==> config.mk <==
export PLATFORM = sky130hd
export DESIGN_NAME = baud_tick_arbiter
export DESIGN_NICKNAME = d
export VERILOG_FILES = /design/src/rtl/baud_tick_arbiter.sv
export SDC_FILE = /design/constraint.sdc
export NUM_CORES = 1
export LEC_CHECK = 0
export ABC_AREA = 1
export CORE_AREA = 2 2 39 41
export CTS_BUF_LIST = sky130_fd_sc_hd__clkbuf_4
export DETAILED_ROUTE_END_ITERATION = 16
export DIE_AREA = 0 0 41 43
export PLACE_DENSITY = 0.73
export SYNTH_ARGS = -nofsm -noshare
export SYNTH_HDL_FRONTEND = slang
export SYNTH_SLANG_ARGS = --single-unit
==> constraint.sdc <==
create_clock -name clock -period 1.7 [get_ports clock]
set_input_delay 0.425 -clock clock [delete_from_list [all_inputs] [get_ports clock]]
set_output_delay 0.425 -clock clock [all_outputs]
set_load 0.05 [all_outputs]
==> src/rtl/baud_tick_arbiter.sv <==
// ---------------------------------------------------------------------------
// baud_tick_arbiter
//
// Time-shares the UART's single baud-rate generator between the receiver and
// the transmitter (half-duplex). One requester owns the timebase at a time.
// On grant the generator is restarted at the phase the owner needs. The
// oversampled generator ticks are then divided into per-bit strobes for the
// owner.
//
// Handshake: rx_req/tx_req are levels. A request is held pending for as long
// as it stays high. The grant rises the cycle after the request is seen in
// IDLE. The grant stays high until the edge after the owner's 1-cycle done
// pulse. At least one IDLE cycle always separates two grants.
//
// Optional feature (compile macro BAUD_ARB_TIMEOUT_EN):
//   An owner that holds the grant for TIMEOUT_BITS bit periods is forced off.
//   arb_timeout pulses once when this happens. That requester is then masked
//   until its req drops. Without the macro, arb_timeout is tied to 0.
//
// Parameters:
//   SAMPLE_RATE   generator ticks per bit (even, >= 4)
//   TIMEOUT_BITS  bit periods before forced release (timeout build only)
//
// Ports:
//   clock         system clock, rising edge
//   reset_n       asynchronous active-low reset
//   brg_tick      oversample tick from the baud generator
//   brg_start_rx  restart generator at half-period phase (1-cycle pulse)
//   brg_start_tx  restart generator at zero phase (1-cycle pulse)
//   rx_req        RX needs the timebase (level)
//   rx_done       RX releases the timebase (pulse)
//   rx_gnt        RX owns the timebase
//   rx_bit_tick   mid-bit sample strobe for RX
//   tx_req        TX needs the timebase (level)
//   tx_done       TX releases the timebase (pulse)
//   tx_gnt        TX owns the timebase
//   tx_bit_tick   bit-boundary strobe for TX
//   arb_timeout   forced-release pulse
// ---------------------------------------------------------------------------
module baud_tick_arbiter #(
  parameter int SAMPLE_RATE  = 16,
  parameter int TIMEOUT_BITS = 12
) (
  input  logic clock,
  input  logic reset_n,
  input  logic brg_tick,
  output logic brg_start_rx,
  output logic brg_start_tx,
  input  logic rx_req,
  input  logic rx_done,
  output logic rx_gnt,
  output logic rx_bit_tick,
  input  logic tx_req,
  input  logic tx_done,
  output logic tx_gnt,
  output logic tx_bit_tick,
  output logic arb_timeout
);

  localparam int SW = $clog2(SAMPLE_RATE);
  localparam int BW = $clog2(TIMEOUT_BITS + 1);

  localparam logic [SW-1:0] SAMPLE_HALF = SW'(SAMPLE_RATE / 2);
  localparam logic [SW-1:0] SAMPLE_LAST = SW'(SAMPLE_RATE - 1);
  localparam logic [BW-1:0] BIT_MAX     = '1;

  typedef enum logic [2:0] {
    ST_IDLE      = 3'd0,
    ST_RX_START  = 3'd1,
    ST_RX_ACTIVE = 3'd2,
    ST_TX_START  = 3'd3,
    ST_TX_ACTIVE = 3'd4
  } state_e;

  state_e        state_q, state_d;
  logic [SW-1:0] sample_q, sample_d;
  logic [BW-1:0] bit_q, bit_d;

  logic active;
  logic strobe;
  logic timeout_hit;
  logic rx_req_eff;
  logic tx_req_eff;

  assign active = (state_q == ST_RX_ACTIVE) || (state_q == ST_TX_ACTIVE);
  // The owner's strobe is combinational, so it lands in the same cycle as
  // the generator tick that completes the period.
  assign strobe = brg_tick && (sample_q == SAMPLE_LAST);

`ifdef BAUD_ARB_TIMEOUT_EN
  localparam logic [BW-1:0] BIT_LIMIT = BW'(TIMEOUT_BITS);

  logic mask_rx_q, mask_rx_d;
  logic mask_tx_q, mask_tx_d;

  // The bit counter reaches the limit on the terminal strobe edge. The
  // forced release therefore happens in the following cycle.
  assign timeout_hit = active && (bit_q == BIT_LIMIT);
  assign rx_req_eff  = rx_req && !mask_rx_q;
  assign tx_req_eff  = tx_req && !mask_tx_q;

  // The mask holds off a timed-out requester until it deasserts its req.
  // This keeps it from starving the other side.
  always_comb begin
    mask_rx_d = mask_rx_q;
    mask_tx_d = mask_tx_q;
    if (!rx_req) begin
      mask_rx_d = 1'b0;
    end else if (timeout_hit && (state_q == ST_RX_ACTIVE)) begin
      mask_rx_d = 1'b1;
    end
    if (!tx_req) begin
      mask_tx_d = 1'b0;
    end else if (timeout_hit && (state_q == ST_TX_ACTIVE)) begin
      mask_tx_d = 1'b1;
    end
  end

  always_ff @(posedge clock or negedge reset_n) begin
    if (!reset_n) begin
      mask_rx_q <= 1'b0;
      mask_tx_q <= 1'b0;
    end else begin
      mask_rx_q <= mask_rx_d;
      mask_tx_q <= mask_tx_d;
    end
  end
`else
  assign timeout_hit = 1'b0;
  assign rx_req_eff  = rx_req;
  assign tx_req_eff  = tx_req;
`endif

  // State register
  always_ff @(posedge clock or negedge reset_n) begin
    if (!reset_n) begin
      state_q <= ST_IDLE;
    end else begin
      state_q <= state_d;
    end
  end

  // Next state. RX wins a tie because start-bit timing cannot be deferred.
  // A done pulse from the non-owner is ignored.
  always_comb begin
    state_d = state_q;
    case (state_q)
      ST_IDLE: begin
        if (rx_req_eff) begin
          state_d = ST_RX_START;
        end else if (tx_req_eff) begin
          state_d = ST_TX_START;
        end
      end
      ST_RX_START:  state_d = rx_done ? ST_IDLE : ST_RX_ACTIVE;
      ST_RX_ACTIVE: if (rx_done || timeout_hit) state_d = ST_IDLE;
      ST_TX_START:  state_d = tx_done ? ST_IDLE : ST_TX_ACTIVE;
      ST_TX_ACTIVE: if (tx_done || timeout_hit) state_d = ST_IDLE;
      default:      state_d = ST_IDLE;
    endcase
  end

  // Outputs
  always_comb begin
    rx_gnt       = 1'b0;
    tx_gnt       = 1'b0;
    brg_start_rx = 1'b0;
    brg_start_tx = 1'b0;
    rx_bit_tick  = 1'b0;
    tx_bit_tick  = 1'b0;
    arb_timeout  = timeout_hit;
    case (state_q)
      ST_RX_START: begin
        rx_gnt       = 1'b1;
        brg_start_rx = 1'b1;
      end
      ST_RX_ACTIVE: begin
        rx_gnt      = 1'b1;
        rx_bit_tick = strobe;
      end
      ST_TX_START: begin
        tx_gnt       = 1'b1;
        brg_start_tx = 1'b1;
      end
      ST_TX_ACTIVE: begin
        tx_gnt      = 1'b1;
        tx_bit_tick = strobe;
      end
      default: ;
    endcase
  end

  // Sample / bit counters. RX preloads half a period, so its first strobe
  // falls mid start bit. TX starts from zero, so its strobes mark bit
  // boundaries. Ticks in a START state are ignored. The bit counter
  // saturates instead of wrapping.
  always_comb begin
    sample_d = sample_q;
    bit_d    = bit_q;
    case (state_q)
      ST_RX_START: begin
        sample_d = SAMPLE_HALF;
        bit_d    = '0;
      end
      ST_TX_START: begin
        sample_d = '0;
        bit_d    = '0;
      end
      ST_RX_ACTIVE, ST_TX_ACTIVE: begin
        if (brg_tick) begin
          if (sample_q == SAMPLE_LAST) begin
            sample_d = '0;
            if (bit_q != BIT_MAX) bit_d = bit_q + 1'b1;
          end else begin
            sample_d = sample_q + 1'b1;
          end
        end
      end
      default: ;
    endcase
  end

  always_ff @(posedge clock or negedge reset_n) begin
    if (!reset_n) begin
      sample_q <= '0;
      bit_q    <= '0;
    end else begin
      sample_q <= sample_d;
      bit_q    <= bit_d;
    end
  end

endmodule

==> out/metrics.yaml <==
run_status:
  outcome: "complete, no violations"
synth:
  synth_seq_cells: 7
  synthArstFlopShare: 1.00
  synthCells: 71
  yosys.area.top_type: "dfrtp_1"
  ys_warn_count: 0
  synth_edf_count: 0
  yosysTopAreaCellShare: 0.346
  synth_area_um2: 507
  synth_flop_cell: "dfrtp_1"
  syn-num-nets: 79
  synthTopCellsByArea: "dfrtp_1 35%, nand2_1 13%, nand3_1 6.9%"
  ys_seq_area_frac: 0.346
  avgSynthCellArea_um2: 7.14
  synth_cell_type_count: 22
floorplan:
  rows: 14
  die_h_um: 43
  die_w_um: 41
  dieArea_um2: 1760
  initial_utilization: 0.366
  ios: 14
  core_um2: 1380
placement:
  gp_congestion: 0.781
  place_area_um2: 707
  port_buffers: 12
  hpwl_um: 846
timing:
  finalCritPeriodShare: 0.986
  whs_ns: 0.430
  rsz0062_at_grt: "true"
  timing.fmax_ghz: 0.596
  final.setup_skew_ns: 0.00209
  fin_crit_ns: 1.68
  hold_violations: 0
  setup_viol: 0
  drv_slew: 0
critical_path:
  path_delay_family: "flip-flops"
  cpPeakStageDelay_ns: 0.37
  arrival_ns: 1.25
  crit_path_end_kind: "output pin"
  startpoint: "sample_q[1]$_DFFE_PN0P_"
  worst_setup_path_start_kind: "flop"
  worstPathCellList: "ha_2 -> nand4_1 -> nor2_2 -> buf_12"
  crit_fanout: 2
  crit_type: "flop to output pin"
  slowest_stage: "dfrtp_1"
  cp.required_ns: 1.27
  path_buf_inv: 1
  r2r-start: "sample_q[1]$_DFFE_PN0P_"
pwr:
  powerDensity_nw_per_um2: 1840
  comb_power_share: 0.676
  internal-power_mw: 0.749
  cellLeakagePower_nw: 0.390
  ir_drop_v: 0.000651
  p_seq_frac: 0.216
  power_switching_mw: 0.674
  power.clock.fraction: 0.108
  p_sw_frac: 0.474
final_layout:
  final_area_um2: 776
  final_nets: 100
  antenna_cells: 0
  final_cell_mix: "17 x nand2_1, 7 x nand3_1, 7 x inv_1, 7 x dfrtp_1, 6 x buf_12"
  mostFrequentLayoutCell: "nand2_1"
  drive_gt1_frac: 0.308
  postLayoutCoreUtil: 0.561
  fillCellCount: 130
  area_growth_pct: 53.1
global_routing:
  grt-ovfl-total: 0
  grt_max_degree: 8
  grt_pass1_vias: 485
  grt_pass1_wl_um: 1800
  antenna_found_initial: 0
  grtUsageTotal: 0.143
clocking:
  clock_sinks: 7
  htreeDepth: 1
  cts_tree: "built"
  holdBufCountCts: 0
  clk_latency_ns: 0.24
  clkTransAtPathRegs_ns: 0.05
  numCtsBuffers: 3
  cts-root-buf: "clkbuf_4"
  cts.path.max_buffers: 2
job:
  cap_violations: 0
routing:
  via_per_inst: 4.71
  dr_total_vias: 504
  drtPass1Iterations: 4
  drc: 0
  totalWireLength_um: 995
  avgRoutedWirePerCell_um: 9.30
  dr.first_iter.drc_count: 2
  drtAntennaViolNets: 0
worst_hold_path:
  holdCritPathClass: "input port to asynchronous set/reset pin"
[cell usage after synthesis, drive strengths merged, types with 2 or more instances]
| library cell | count |
|---|---|
| nand4 | 2 |
| nand3 | 9 |
| nand2 | 23 |
| nor2 | 7 |
| o21bai | 2 |
| dfrtp | 7 |
| inv | 9 |
| o21ai | 4 |
[flip-flops by register name (all words and copies together), names as in the netlist]
signal and count:
state_q 3, sample_q 4
[cells by family (layout without fill, tap and decap cells)]
kind of cell / after synthesis / count (layout) / share of synthesized area
flops: 7 / 7 / 0.346
xor+xnor: 1 / 1 / 0.0173
simple gates: 44 / 44 / 0.444
buf+inv: 10 / 30 / 0.0815
fa+ha+maj: 1 / 1 / 0.0247
other cells: 1 / 1 / 0.00740
compound gates: 7 / 7 / 0.0790
[path summary, 6_finish.rpt]
check	endpoint	slack, ns	cells past startpoint
max in group asynchronous	state_q[2]$_DFFE_PN0P_	1.05	1
worst max register to register	sample_q[3]$_DFFE_PN0P_	0.48	9
worst min-delay path	sample_q[3]$_DFFE_PN0P_	0.43	1
worst min register to register	sample_q[3]$_DFFE_PN0P_	0.56	2
min in group clock	sample_q[3]$_DFFE_PN0P_	0.56	2
worst max-delay path	tx_bit_tick	0.02	4
[final cells by class]
| cell class | count | area [um2] | area share |
|---|---|---|---|
| Clock buffer | 4 | 30.0 | 0.0387 |
| Multi-Input combinational cell | 54 | 300 | 0.387 |
| Timing Repair Buffer | 17 | 216 | 0.279 |
| Inverter | 9 | 33.8 | 0.0435 |
| Sequential cell | 7 | 175 | 0.226 |
| Tap cell | 16 | 20.0 | 0.0258 |
[per-stage QoR]
step / cells / setup WS [ns] / TNS [ns] / power [mW]
3_3_place_gp: 99 / -0.0968 / -0.190 / 1.21
3_5_place_dp: 99 / -0.119 / -0.228 / 1.22
5_1_grt: 107 / -0.0594 / -0.193 / 1.53
2_1_floorplan: 71 / -0.0792 / -0.158 / 0.893
4_1_cts: 106 / -0.0160 / -0.0160 / 1.42
6_report: 107 / 0.0230 / 0 / 1.42
[routing by layer]
metal / global-route usage / wire length (um)
met3: 0.0209 / 39
met2: 0.231 / 481
met1: 0.189 / 474
met5: 0 / 0
met4: 0.0400 / 0
[worst register-to-register path: cells and delay by family (launching register included)]
kind | cells | cell delay (ns)
adder cells (fa/ha/maj) | 1 | 0.19
buffers and inverters | 1 | 0.13
flip-flops | 1 | 0.39
AND/OR/NAND/NOR | 7 | 0.44
[repair_timing]
action / 4_1_cts / 5_1_grt
setup buffers: 3 / 1
pin swaps: 2 / 1
resized for setup: 4 / 1
endpoints found under the setup margin: 2 / 4
[power by group through the flow]
stage / Sequential, mW / Combinational [mW] / Clock (mW)
after CTS: 0.307 / 0.950 / 0.161
after global placement: 0.315 / 0.893 / 0
after floorplan: 0.301 / 0.592 / 0
after detailed placement: 0.317 / 0.904 / 0
final: 0.308 / 0.962 / 0.154
after global routing: 0.320 / 1.05 / 0.164
Note: power is estimated with default switching activity, not from simulation.
